<file path="src/rtl/dtengine_stream_parser_pkg.sv">
// Shared DTEngine types: stream-type codes, bus widths, core line layout and
// the stream header layout used by the stream parser.
package DTEngine_Types;

    localparam int unsigned DATA_BUS_WIDTH        = 128;
    localparam int unsigned PCIE_PACKET_SIZE_BITS = 12;
    localparam int unsigned STREAM_TYPE_BITS      = 16;

    localparam logic [STREAM_TYPE_BITS-1:0] DATA_STREAM        = 16'd1;
    localparam logic [STREAM_TYPE_BITS-1:0] TREE_WEIGHT_STREAM = 16'd2;
    localparam logic [STREAM_TYPE_BITS-1:0] TREE_FINDEX_STREAM = 16'd3;
    localparam logic [STREAM_TYPE_BITS-1:0] RESULTS_STREAM     = 16'd4;

    // One line toward the core; data_valid qualifies the whole struct.
    typedef struct packed {
        logic [DATA_BUS_WIDTH-1:0] data;
        logic                      data_valid;
        logic                      last;
        logic                      prog_mode;
    } CoreDataIn;

    // Low bits of a header line; everything above is ignored.
    typedef struct packed {
        logic [PCIE_PACKET_SIZE_BITS-1:0] len;
        logic [STREAM_TYPE_BITS-1:0]      stream_type;
    } stream_hdr_t;

    localparam int unsigned HDR_BITS = $bits(stream_hdr_t);

    typedef enum logic [1:0] {
        HDR  = 2'd0,
        FWD  = 2'd1,
        DROP = 2'd2
    } parser_state_e;

    // Stream types the core consumes; everything else is discarded.
    function automatic logic is_fwd_type(input logic [STREAM_TYPE_BITS-1:0] t);
        return (t == DATA_STREAM) || (t == TREE_WEIGHT_STREAM) ||
               (t == TREE_FINDEX_STREAM);
    endfunction

endpackage

</file>
<file path="src/rtl/dtengine_stream_parser_if.sv">
// Stream parser bus bundle: input line stream plus the two core-facing ports.
interface dtengine_stream_parser_if
    import DTEngine_Types::*;
#(
    parameter int unsigned DATA_BUS_WIDTH = DTEngine_Types::DATA_BUS_WIDTH
);

    logic [DATA_BUS_WIDTH-1:0] in_data;
    logic                      in_valid;
    logic                      in_ready;
    CoreDataIn                 data_out;
    logic                      data_ready;
    CoreDataIn                 prog_out;
    logic                      prog_ready;

    modport master (
        output in_data, in_valid, data_ready, prog_ready,
        input  in_ready, data_out, prog_out
    );

    modport slave (
        input  in_data, in_valid, data_ready, prog_ready,
        output in_ready, data_out, prog_out
    );

endinterface

</file>
<file path="src/rtl/dtengine_out_reg.sv">
// One-entry output register toward the core; holds a line until ready is seen.
module dtengine_out_reg
    import DTEngine_Types::*;
(
    input  logic                      clk,
    input  logic                      rst,
    input  logic                      load,
    input  logic [DATA_BUS_WIDTH-1:0] line,
    input  logic                      last,
    input  logic                      prog_mode,
    input  logic                      ready,
    output CoreDataIn                 q,
    output logic                      free_c
);

    // Room for a new line now, or once the held one leaves this cycle.
    assign free_c = !q.data_valid || ready;

    always_ff @(posedge clk or posedge rst) begin
        if (rst) begin
            q <= '0;
        end else if (load) begin
            q.data       <= line;
            q.data_valid <= 1'b1;
            q.last       <= last;
            q.prog_mode  <= prog_mode;
        end else if (ready) begin
            q.data_valid <= 1'b0;
        end
    end

endmodule

</file>
<file path="src/rtl/dtengine_stream_parser.sv">
// Splits a header-framed line stream into feature-data and tree-programming
// streams for the core, discarding packets of unknown type.
module dtengine_stream_parser
    import DTEngine_Types::*;
#(
    parameter int unsigned DATA_BUS_WIDTH = DTEngine_Types::DATA_BUS_WIDTH,
    parameter int unsigned LEN_BITS       = DTEngine_Types::PCIE_PACKET_SIZE_BITS
) (
    input  logic                     clk,
    input  logic                     rst,
    dtengine_stream_parser_if.slave  bus,
    output logic [31:0]              pkt_count,
    output logic [15:0]              drop_count,
    output logic                     bad_type
);

    localparam int unsigned CORE_W    = DTEngine_Types::DATA_BUS_WIDTH;
    localparam int unsigned PKT_CNT_W = 32;
    localparam int unsigned DRP_CNT_W = 16;

    logic [DATA_BUS_WIDTH-1:0] line;
    logic [CORE_W-1:0]         payload;
    stream_hdr_t               hdr;
    logic [LEN_BITS-1:0]       hdr_len;
    logic                      hdr_fwd;

    parser_state_e             state, state_nxt;
    logic [LEN_BITS-1:0]       rem, rem_nxt;
    logic                      to_prog, to_prog_nxt;
    logic                      prog_mode, prog_mode_nxt;

    logic                      ready_c;
    logic                      load_data, load_prog, line_last;
    logic                      pkt_inc, drop_inc, bad_nxt;
    logic                      data_free_c, prog_free_c;

    assign line    = DATA_BUS_WIDTH'(bus.in_data);
    assign payload = CORE_W'(line);
    assign hdr     = stream_hdr_t'(line[HDR_BITS-1:0]);
    assign hdr_len = LEN_BITS'(hdr.len);
    assign hdr_fwd = is_fwd_type(hdr.stream_type);

    assign bus.in_ready = ready_c;

    // Next-state, handshake and routing decisions.
    always_comb begin
        state_nxt     = state;
        rem_nxt       = rem;
        to_prog_nxt   = to_prog;
        prog_mode_nxt = prog_mode;
        ready_c       = 1'b0;
        load_data     = 1'b0;
        load_prog     = 1'b0;
        line_last     = 1'b0;
        pkt_inc       = 1'b0;
        drop_inc      = 1'b0;
        bad_nxt       = 1'b0;

        case (state)
            HDR: begin
                ready_c = 1'b1;
                if (bus.in_valid) begin
                    rem_nxt       = hdr_len;
                    to_prog_nxt   = (hdr.stream_type != DATA_STREAM);
                    prog_mode_nxt = (hdr.stream_type == TREE_WEIGHT_STREAM);
                    if (!hdr_fwd) begin
                        bad_nxt  = 1'b1;
                        drop_inc = 1'b1;
                    end
                    if (hdr_len != '0) begin
                        state_nxt = hdr_fwd ? FWD : DROP;
                    end
                end
            end

            FWD: begin
                ready_c = to_prog ? prog_free_c : data_free_c;
                if (bus.in_valid && ready_c) begin
                    load_data = !to_prog;
                    load_prog = to_prog;
                    line_last = (rem == LEN_BITS'(1));
                    rem_nxt   = rem - LEN_BITS'(1);
                    if (line_last) begin
                        state_nxt = HDR;
                        pkt_inc   = 1'b1;
                    end
                end
            end

            DROP: begin
                ready_c = 1'b1;
                if (bus.in_valid) begin
                    rem_nxt = rem - LEN_BITS'(1);
                    if (rem == LEN_BITS'(1)) begin
                        state_nxt = HDR;
                    end
                end
            end

            default: begin
                state_nxt = HDR;
            end
        endcase

        // Nothing is taken from the stream while reset is held.
        if (rst) begin
            ready_c = 1'b0;
        end
    end

    always_ff @(posedge clk or posedge rst) begin
        if (rst) begin
            state      <= HDR;
            rem        <= '0;
            to_prog    <= 1'b0;
            prog_mode  <= 1'b0;
            pkt_count  <= '0;
            drop_count <= '0;
            bad_type   <= 1'b0;
        end else begin
            state     <= state_nxt;
            rem       <= rem_nxt;
            to_prog   <= to_prog_nxt;
            prog_mode <= prog_mode_nxt;
            bad_type  <= bad_nxt;
            if (pkt_inc) begin
                pkt_count <= pkt_count + PKT_CNT_W'(1);
            end
            // Saturating so a flood of junk never reads as a small count.
            if (drop_inc && (drop_count != '1)) begin
                drop_count <= drop_count + DRP_CNT_W'(1);
            end
        end
    end

    dtengine_out_reg u_data_reg (
        .clk       (clk),
        .rst       (rst),
        .load      (load_data),
        .line      (payload),
        .last      (line_last),
        .prog_mode (1'b0),
        .ready     (bus.data_ready),
        .q         (bus.data_out),
        .free_c    (data_free_c)
    );

    dtengine_out_reg u_prog_reg (
        .clk       (clk),
        .rst       (rst),
        .load      (load_prog),
        .line      (payload),
        .last      (line_last),
        .prog_mode (prog_mode),
        .ready     (bus.prog_ready),
        .q         (bus.prog_out),
        .free_c    (prog_free_c)
    );

endmodule

</file>
<file path="src/flat_wrapper.sv">
// flat-port wrapper written by rule: the top's interface ports become plain ports
module dtengine_stream_parser_flat import DTEngine_Types::*;
#(
    parameter int unsigned DATA_BUS_WIDTH = DTEngine_Types::DATA_BUS_WIDTH,
    parameter int unsigned LEN_BITS       = DTEngine_Types::PCIE_PACKET_SIZE_BITS
)
  (clk, rst, pkt_count, drop_count, bad_type, bus_in_data, bus_in_valid, bus_data_ready, bus_prog_ready, bus_in_ready, bus_data_out, bus_prog_out);
  dtengine_stream_parser_if #(.DATA_BUS_WIDTH(DATA_BUS_WIDTH)) bus_i ();
  input  logic clk;
  input  logic rst;
  output logic [31:0] pkt_count;
  output logic [15:0] drop_count;
  output logic bad_type;
  input wire logic [$bits(bus_i.in_data)-1:0] bus_in_data;
  input wire logic [$bits(bus_i.in_valid)-1:0] bus_in_valid;
  input wire logic [$bits(bus_i.data_ready)-1:0] bus_data_ready;
  input wire logic [$bits(bus_i.prog_ready)-1:0] bus_prog_ready;
  output wire logic [$bits(bus_i.in_ready)-1:0] bus_in_ready;
  output wire logic [$bits(bus_i.data_out)-1:0] bus_data_out;
  output wire logic [$bits(bus_i.prog_out)-1:0] bus_prog_out;
  assign bus_i.in_data = bus_in_data;
  assign bus_i.in_valid = bus_in_valid;
  assign bus_i.data_ready = bus_data_ready;
  assign bus_i.prog_ready = bus_prog_ready;
  assign bus_in_ready = bus_i.in_ready;
  assign bus_data_out = bus_i.data_out;
  assign bus_prog_out = bus_i.prog_out;
  dtengine_stream_parser #(.DATA_BUS_WIDTH(DATA_BUS_WIDTH), .LEN_BITS(LEN_BITS)) u_core (.clk(clk), .rst(rst), .bus(bus_i), .pkt_count(pkt_count), .drop_count(drop_count), .bad_type(bad_type));
endmodule
</file>
<file path="config.mk">
export PLATFORM = sky130hd
export DESIGN_NAME = dtengine_stream_parser_flat
export DESIGN_NICKNAME = d
export VERILOG_FILES = /design/src/rtl/dtengine_stream_parser_pkg.sv /design/src/rtl/dtengine_stream_parser_if.sv /design/src/rtl/dtengine_out_reg.sv /design/src/rtl/dtengine_stream_parser.sv /design/src/flat_wrapper.sv
export SDC_FILE = /design/constraint.sdc
export NUM_CORES = 1
export LEC_CHECK = 0
export BUFFER_PORTS_ARGS = -buffer_cell sky130_fd_sc_hd__buf_2
export CAP_MARGIN = 0
export CORE_UTILIZATION = 35
export DETAILED_ROUTE_END_ITERATION = 10
export GPL_ROUTABILITY_DRIVEN = 0
export RECOVER_POWER = 100
export SYNTH_ARGS = -nofsm -noshare
export SYNTH_HDL_FRONTEND = slang
export SYNTH_SLANG_ARGS = --single-unit
</file>
<file path="constraint.sdc">
create_clock -name clk -period 10.6 [get_ports clk]
set_input_delay 1.06 -clock clk [delete_from_list [all_inputs] [get_ports clk]]
set_output_delay 1.06 -clock clk [all_outputs]
set_load 0.05 [all_outputs]
</file>
==> results of run 1 <==
[logic make-up (layout without fill, tap and decap cells)]
logic type,count (synthesis),after routing,share of synthesized area
buffers and inverters,54,530,0.0177
XOR/XNOR,44,44,0.0296
multiplexers,262,262,0.226
AND/OR/NAND/NOR,170,170,0.0716
adder cells (fa/ha/maj),9,9,0.00863
flip-flops,326,326,0.626
other,1,2,0.000288
AO/OA/AOI/OAI,40,40,0.0208
[per-layer routing]
metal	global-route usage	up-vias	wire (microns)
met3	0.0549	60	2560
met2	0.291	325	16200
met4	0.0659	2	916
met5	0	-	13
met1	0.222	4490	14400
li1	-	4142	-
[per-stage QoR]
stage	total power [mW]	hold WS (ns)
global route	3.10	0.496
CTS	3.03	0.465
detailed placement	1.67	0.452
global placement	1.66	0.451
finish	2.98	0.467
floorplan	1.56	0.439
[cell usage after synthesis, types with 2 or more instances]
master | count | area share
a211oi_1 | 2 | 0.0012
a21oi_1 | 3 | 0.0012
a2bb2oi_1 | 2 | 0.0013
and3_1 | 6 | 0.0029
buf_2 | 13 | 0.0050
clkbuf_1 | 24 | 0.0069
dfrtp_1 | 326 | 0.63
ha_1 | 9 | 0.0086
inv_1 | 15 | 0.0043
mux2_2 | 259 | 0.22
mux2i_1 | 3 | 0.0023
nand2_1 | 39 | 0.011
nand3_1 | 27 | 0.010
nand4_1 | 14 | 0.0067
nor2_1 | 22 | 0.0063
nor3_1 | 23 | 0.0088
nor4_1 | 12 | 0.0058
nor4_2 | 6 | 0.0058
o211ai_1 | 4 | 0.0023
o21a_1 | 2 | 0.0012
o21ai_0 | 15 | 0.0058
or2_2 | 3 | 0.0014
or3_1 | 3 | 0.0014
or3b_2 | 2 | 0.0013
or4_1 | 3 | 0.0017
xnor2_1 | 17 | 0.011
xor2_1 | 27 | 0.018
[state kept, by name, indices dropped and copies added (netlist names)]
| register | cells |
|---|---|
| u_core.u_prog_reg.q | 131 |
| u_core.drop_count | 16 |
| u_core.pkt_count | 32 |
| u_core.rem | 12 |
| u_core.u_data_reg.q | 130 |
| u_core.prog_mode | 1 |
| u_core.bad_type | 1 |
| u_core.to_prog | 1 |
| u_core.state | 2 |
[placed cells by master (no fill, tap or decap), types with 2 or more instances in the layout]
| master | count |
|---|---|
| or4_1 | 4 |
| nand3_1 | 27 |
| dfrtp_1 | 326 |
| nor2_1 | 22 |
| a211oi_1 | 2 |
| clkbuf_1 | 328 |
| nand4_1 | 15 |
| nor4_1 | 18 |
| or3_1 | 3 |
| ha_1 | 9 |
| o21a_1 | 2 |
| xor2_1 | 27 |
| clkbuf_16 | 39 |
| clkinv_2 | 3 |
| nand2_1 | 39 |
| a21oi_1 | 3 |
| xnor2_1 | 17 |
| nor3_1 | 23 |
| or3b_2 | 2 |
| o21ai_0 | 15 |
| o211ai_1 | 4 |
| or2_2 | 2 |
| inv_1 | 14 |
| a2bb2oi_1 | 2 |
| mux2_2 | 259 |
| mux2i_1 | 3 |
| bufinv_16 | 5 |
| clkbuf_8 | 6 |
| buf_2 | 128 |
| buf_4 | 3 |
| and3_1 | 6 |
[cell type report]
| class | instances | area [sq um] | share of cell area |
|---|---|---|---|
| Antenna cell | 1 | 2.50 | 0.000151 |
| Clock buffer | 53 | 1090 | 0.0657 |
| Clock inverter | 11 | 194 | 0.0117 |
| Inverter | 15 | 57.6 | 0.00348 |
| Multi-Input combinational cell | 526 | 4610 | 0.278 |
| Sequential cell | 326 | 8160 | 0.493 |
| Tap cell | 468 | 586 | 0.0354 |
| Timing Repair Buffer | 451 | 1860 | 0.113 |
[worst paths after layout]
kind / cells after the start / slack [ns] / end
setup / recovery: 6 / 4.81 / u_core.u_data_reg.q[101]$_DFFE_PP0P_
hold / removal: 1 / 0.47 / u_core.pkt_count[31]$_DFFE_PP0P_
setup reg to reg: 5 / 4.91 / u_core.u_data_reg.q[101]$_DFFE_PP0P_
hold reg to reg: 1 / 0.47 / u_core.pkt_count[31]$_DFFE_PP0P_
max in group asynchronous: 3 / 5.50 / u_core.u_prog_reg.q[113]$_DFFE_PP0P_
min in group asynchronous: 2 / 2.36 / u_core.u_prog_reg.q[20]$_DFFE_PP0P_
[power breakdown]
| group | total, mW | switching, mW | leakage (nW) | internal [mW] |
|---|---|---|---|---|
| Clock | 1.34 | 0.506 | 0.630 | 0.837 |
| Sequential | 1.34 | 0.0554 | 4.49 | 1.29 |
| Combinational | 0.292 | 0.195 | 3.17 | 0.0965 |
| Total | 2.98 | 0.756 | 8.29 | 2.22 |
==> flow_metrics.tcl, run 1 <==
set metrics [dict create \
    syn-num-nets 1048 \
    clock_skew_ns 0.0100 \
    relSlewSlack -2.90 \
    synth_cell_types 52 \
    drt-initial-drc-count 266 \
    rsz0062_at_grt "false" \
    port_buffers 443 \
    synthCells 906 \
    crit_path_cell_trace "clkbuf_1 -> or3b_2 -> nand4_1 -> or2_0 -> clkbuf_1 -> mux2_2" \
    vias 9019 \
    worstPathArrival_ns 6.19 \
    numClockSinks 326 \
    drt_pass1_iterations 5 \
    nets 1499 \
    violations "max-capacitance violations, max-slew violations" \
    drive_above_1_share 0.329 \
    die_w_microns 195 \
    clk_pin_slew_ns 0.06 \
    postSynthAreaPerCell_sq_um 14.4 \
    async_flop_share 1.00 \
    crit_fanout 52 \
    holdCritPathClass "flip-flop to flip-flop" \
    fill_cells 3539 \
    synth_edf_count 0 \
    reg2reg_from "u_core.to_prog$_DFFE_PP0P_" \
    die_y_microns 195 \
    setup.worst_path.end_class "flip-flop" \
    dp_slack_ns 7.06 \
    cts_inserted_buffers 37 \
    clockBufferDepth 3 \
    initial_utilization 0.356 \
    slew_violations 400 \
    gr-total-overflow 0 \
    setup-violations-final 0 \
    grt.total_usage 0.178 \
    finalHoldViolCount 0 \
    cp_data_required_time_ns 11.00 \
    grt_max_degree 128 \
    antenna_found_initial 2 \
    placed_cell_area_sq_um 15700 \
    rows 70 \
    ir_drop_mv 0.126 \
    htreeDepth 2 \
    cp_top_family "buffers and inverters" \
    hp-start "u_core.pkt_count[31]$_DFFE_PP0P_" \
    post-route-worst-setup-slack_ns 4.81 \
    grt_pass1_wl_mm 53.5 \
    crit_slowest_cell "clkbuf_1" \
    start_kind "input port" \
    ys_ff_latch 326 \
    outcome "finished, violations left" \
    grt_pass1_vias 9357 \
    place_inst 1786 \
    syn_to_final_growth_pct 27.0 \
    final_core_util 0.452 \
    cap_viol_max_count 6 \
    tightest_slew_ns 5.82 \
    power_leakage_nw 8.29 \
    wl_per_cell_microns 18.4 \
    postCtsSetupRepairBufs 0 \
    min_period_over_period 0.546 \
    insertion_delay_ns 0.53 \
    ys_warn_count 0 \
    ys_seq_area_frac 0.626 \
    root_buffer "clkbuf_16" \
    postRouteAntennaNets 0 \
    dieArea_sq_um 38000 \
    cts-resized-gates 0 \
    critPathLaunch "bus_data_ready" \
    crit_buf_inv 2 \
    hpwl_mm 24.3 \
    syn_area_sq_um 13000 \
    io_pins 445 \
    powerDensity_nw_per_um2 180 \
    crit_top_cell "clkbuf_1" \
    final.setup.tns_ns 0 \
    crit_type "input port to flip-flop" \
    fmax_mhz 173 \
    fp.coreArea_sq_um 36600 \
    stdcell_area_sq_um 16600 \
    ys.flop_type "dfrtp_1" \
    drc 0 \
    vias_per_cell 4.87 \
    cts_tree "done" \
    ctsHoldBuffers 0 \
    stdcell_count 1851 \
    fin_crit_ns 5.79 \
    slowest_delay_ns 2.23 \
    wl_mm 34.0 \
]
(Power assumes the default switching activity.)
==> run 2, diff against run 1 <==
==> constraint.sdc (replaced) <==
create_clock -name clk -period 5.05 [get_ports clk]
set_input_delay 0.505 -clock clk [delete_from_list [all_inputs] [get_ports clk]]
set_output_delay 0.505 -clock clk [all_outputs]
set_load 0.05 [all_outputs]
==> flow_metrics.tcl, run 2 (synthesized netlist as in run 1, its figures left out) <==
set metrics [dict create \
    outcome "finished, violations left" \
    violations "max-capacitance violations, max-slew violations" \
    worstPathArrival_ns 4.01 \
    critPathLaunch "u_core.to_prog$_DFFE_PP0P_" \
    grt_pass1_vias 9191 \
    numClockSinks 326 \
    regToRegSetupSlack_ns 1.44 \
    postCtsSetupRepairBufs 0 \
    stdcell_count 1854 \
    start_kind "flip-flop" \
    die_y_microns 195 \
    reg2reg_from "u_core.to_prog$_DFFE_PP0P_" \
    port_buffers 443 \
    postRouteAntennaNets 0 \
    cp_data_required_time_ns 5.45 \
    cts_tree "done" \
    relSlewSlack -0.889 \
    ir_drop_mv 0.251 \
    crit_fanout 20 \
    ctsHoldBuffers 0 \
    final.setup.tns_ns 0 \
    fp.coreArea_sq_um 36600 \
    min_period_over_period 0.715 \
    power_leakage_nw 8.31 \
    clock_skew_ns 0.0178 \
    final_common_cell "dfrtp_1" \
    power_frac_comb 0.099 \
    io_pins 445 \
    gr-total-overflow 0 \
    vias 9042 \
    min_path_cells 2 \
    vias_per_cell 4.88 \
    insertion_delay_ns 0.53 \
    nets 1500 \
    final_cell_mix "326 x dfrtp_1, 323 x clkbuf_1, 259 x mux2_2" \
    hp-start "bus_data_ready" \
    reg2regPathDepth 5 \
    drive_above_1_share 0.334 \
    crit_type "flip-flop to flip-flop" \
    tightest_slew_ns 2.83 \
    htreeDepth 2 \
    clkPwrFrac 0.449 \
    clockBufferDepth 3 \
    p_int_mw 4.62 \
    wl_per_cell_microns 18.2 \
    syn_to_final_growth_pct 27.2 \
    powerDensity_nw_per_um2 375 \
    antenna_found_initial 1 \
    grt_max_degree 167 \
    holdCritPathClass "input port to flip-flop" \
    netSwitchingFraction 0.257 \
    drc 0 \
    initial_utilization 0.356 \
    regMostFlops "u_core.u_prog_reg.q" \
    finalHoldViolCount 0 \
    dieArea_sq_um 38000 \
    drt-initial-drc-count 380 \
    place_inst 1786 \
    hpwl_mm 24.0 \
    fmax_mhz 277 \
    fill_cells 3554 \
    cap_viol_max_count 2 \
    rows 70 \
    grt.total_usage 0.173 \
    setup-violations-final 0 \
    rsz0062_at_grt "false" \
    drt_pass1_iterations 4 \
    clk_pin_slew_ns 0.06 \
    grt_pass1_wl_mm 52.2 \
    cts_inserted_buffers 38 \
    p_switching_mw 1.60 \
    sequentialPowerShare 0.451 \
    largest_reg_flops 131 \
    reg_top3 "u_core.u_prog_reg.q: 131 flops, u_core.u_data_reg.q: 130 flops, u_core.pkt_count: 32 flops" \
    cts-resized-gates 0 \
    die_w_microns 195 \
    slew_violations 135 \
    setup.worst_path.end_class "flip-flop" \
    root_buffer "clkbuf_16" \
    fin_crit_ns 3.61 \
    wl_mm 33.8 \
]
==> run 2: worst paths after layout <==
| check | endpoint |
|---|---|
| max | u_core.u_data_reg.q[94]$_DFFE_PP0P_ |
| min | u_core.u_data_reg.q[2]$_DFFE_PP0P_ |
| max reg2reg | u_core.u_data_reg.q[94]$_DFFE_PP0P_ |
| min reg2reg | u_core.pkt_count[31]$_DFFE_PP0P_ |
| max in group asynchronous | u_core.u_data_reg.q[68]$_DFFE_PP0P_ |
| min in group asynchronous | u_core.rem[1]$_DFFE_PP0P_ |
==> run 2: routing by layer <==
layer | track usage | wire, microns | vias to the layer above
li1 | - | - | 4142
met1 | 0.221 | 14400 | 4515
met2 | 0.281 | 16000 | 326
met3 | 0.0551 | 2670 | 59
met4 | 0.0516 | 778 | 0
met5 | 0 | 0 | -
==> run 2: final cells by class <==
class,instances,area [sq um],share of cell area
timing repair buffer,451,1900,0.114
tap,468,586,0.0353
inverter,15,57.6,0.00347
multi-input combinational,526,4610,0.278
sequential,326,8160,0.492
antenna,1,2.50,0.000151
clock inverter,12,146,0.00882
clock buffer,55,1140,0.0686
==> run 2: power by group through the flow <==
| stage | Combinational, mW | Sequential (mW) | Clock [mW] |
|---|---|---|---|
| after floorplan | 0.329 | 2.94 | 0 |
| final | 0.619 | 2.81 | 2.79 |
| after global routing | 0.681 | 2.83 | 2.97 |
| after CTS | 0.642 | 2.81 | 2.88 |
| after detailed placement | 0.641 | 2.85 | 0 |
| after global placement | 0.630 | 2.85 | 0 |
==> run 2: critical path: stages (launching register included) <==
cell      delay [ns]
dfrtp_1         0.42
or3b_2          0.51
nand4_1         0.15
or2_0           1.05
clkbuf_1        0.92
mux2_2          0.42
==> run 2: metrics by stage <==
step	util	hold WS, ns	setup slack (ns)	cell area (sq um)	power, mW
5_1_grt	0.453	0.163	1.16	16600	6.47
3_5_place_dp	0.431	0.454	2.19	15800	3.50
2_1_floorplan	-	0.439	0.194	13000	3.27
4_1_cts	0.466	0.150	2.34	17100	6.33
3_3_place_gp	0.431	0.450	2.22	15800	3.48
6_report	0.453	0.192	1.44	16600	6.22
==> run 3, diff against run 2 <==
==> constraint.sdc (replaced) <==
create_clock -name clk -period 3.1 [get_ports clk]
set_input_delay 0.31 -clock clk [delete_from_list [all_inputs] [get_ports clk]]
set_output_delay 0.31 -clock clk [all_outputs]
set_load 0.05 [all_outputs]
==> flow_metrics.tcl, run 3 (synthesized netlist as in run 1, its figures left out) <==
set metrics [dict create \
    root_buffer "clkbuf_16" \
    clock_skew_ns 0.0150 \
    slowest_delay_ns 0.53 \
    drt-initial-drc-count 354 \
    setup.worst_path.end_class "flip-flop" \
    clk_pin_slew_ns 0.06 \
    final_common_cell "dfrtp_1" \
    wl_mm 34.5 \
    final.setup.tns_ns 0 \
    antenna_found_initial 3 \
    start_kind "flip-flop" \
    grt_pass1_vias 9569 \
    regMostFlops "u_core.u_prog_reg.q" \
    clockBufferDepth 3 \
    vias 9193 \
    outcome "finished clean" \
    final_cell_mix "326 x dfrtp_1, 319 x clkbuf_1, 259 x mux2_2" \
    dp_slack_ns 0.655 \
    tightest_slew_ns 1.50 \
    finalHoldViolCount 0 \
    crit_type "flip-flop to flip-flop" \
    fill_cells 3447 \
    insertion_delay_ns 0.52 \
    multi_input_area_sq_um 4620 \
    seqCellArea_sq_um 8160 \
    die_y_microns 195 \
    slew_violations 0 \
    cp_data_required_time_ns 3.51 \
    stdcell_count 1906 \
    largest_reg_flops 131 \
    io_pins 445 \
    grt_max_degree 110 \
    drc 0 \
    htreeDepth 2 \
    cp_top_family "compound AO/OA/AOI/OAI gates" \
    initial_utilization 0.356 \
    holdCritPathClass "input port to flip-flop" \
    crit_buf_inv 2 \
    wl_per_cell_microns 18.1 \
    cts_tree "done" \
    drt_pass1_iterations 4 \
    min_period_over_period 0.862 \
    postRouteAntennaNets 0 \
    ir_drop_mv 0.451 \
    power_leakage_nw 8.55 \
    die_w_microns 195 \
    drive_above_1_share 0.329 \
    crit_path_cell_trace "inv_1 -> ha_1 -> o21bai_1 -> a32oi_1 -> nor2_1 -> clkbuf_1 -> o21ai_0 -> a22o_1" \
    syn_to_final_growth_pct 31.6 \
    postCtsSetupRepairBufs 0 \
    holdWs_ns 0.0348 \
    rows 70 \
    nets 1551 \
    powerDensity_nw_per_um2 595 \
    crit_slowest_cell "nor2_1" \
    place_inst 1791 \
    setup-violations-final 0 \
    final_core_util 0.469 \
    numClockSinks 326 \
    fp.coreArea_sq_um 36600 \
    cts_inserted_buffers 37 \
    grt_pass1_wl_mm 54.0 \
    vias_per_cell 4.82 \
    worstPathArrival_ns 3.08 \
    grt.total_usage 0.182 \
    post-route-worst-setup-slack_ns 0.429 \
    dieArea_sq_um 38000 \
    gr-total-overflow 0 \
    relSlewSlack 0.000867 \
    reg_top3 "u_core.u_prog_reg.q: 131 flops, u_core.u_data_reg.q: 130 flops, u_core.pkt_count: 32 flops" \
    hpwl_mm 24.4 \
    cap_viol_max_count 0 \
    port_buffers 443 \
    rsz0062_at_grt "false" \
    fmax_mhz 374 \
    fin_crit_ns 2.67 \
    crit_fanout 12 \
]
## run 3: cell count changes in the layout (fill, tap and decap cells not counted), sizes merged, moves of 2 or more
cell,previous run,this run
dlygate4sd3,0,47
clkbuf,371,365
buf,135,139
bufinv,3,6
clkinv,5,7
diode,1,3
## run 3: cell type report
type / instances / area share
Sequential cell: 326 / 0.475
Multi-Input combinational cell: 526 / 0.269
Timing Repair Buffer: 503 / 0.143
Clock buffer: 48 / 0.0599
Tap cell: 468 / 0.0341
Clock inverter: 17 / 0.0143
Inverter: 15 / 0.00335
Antenna cell: 3 / 0.000438
## run 3: routing by layer
| metal | part of all wire | routed length (microns) | vias up | track usage |
|---|---|---|---|---|
| li1 | - | - | 4252 | - |
| met1 | 0.42 | 14400 | 4567 | 0.224 |
| met2 | 0.48 | 16600 | 316 | 0.299 |
| met3 | 0.076 | 2620 | 58 | 0.0565 |
| met4 | 0.028 | 959 | 0 | 0.0656 |
| met5 | 0 | 0 | - | 0 |
## run 3: timing repair
item,in CTS,in global routing
hold buffers,47,0
endpoints found under the setup margin,0,0
gates resized for setup,0,0
hold endpoints to repair,90,0
## run 3: through the flow
step / instance area [sq um] / power, mW
CTS: 17600 / 10.4
global placement: 15900 / 5.68
floorplan: 13000 / 5.33
global route: 17200 / 10.7
detailed placement: 15900 / 5.70
finish: 17200 / 10.2
## run 3: power breakdown
part | switching, mW | internal, mW | total (mW)
Combinational | 0.680 | 0.379 | 1.06
Sequential | 0.192 | 4.39 | 4.59
Clock | 1.73 | 2.84 | 4.57
Total | 2.60 | 7.61 | 10.2
## run 3: worst paths after layout
check	from	endpoint	slack (ns)	depth (start not counted)
worst max-delay path	u_core.state[0]$_DFFE_PP0P_	u_core.rem[11]$_DFFE_PP0P_	0.43	8
worst min-delay path	bus_in_data[67]	u_core.u_prog_reg.q[70]$_DFFE_PP0P_	0.03	2
worst max register to register	u_core.state[0]$_DFFE_PP0P_	u_core.rem[11]$_DFFE_PP0P_	0.43	8
min in group asynchronous	rst	u_core.rem[2]$_DFFE_PP0P_	0.70	3
max in group asynchronous	rst	u_core.u_prog_reg.q[11]$_DFFE_PP0P_	1.25	4
worst min register to register	u_core.pkt_count[31]$_DFFE_PP0P_	u_core.pkt_count[31]$_DFFE_PP0P_	0.47	1
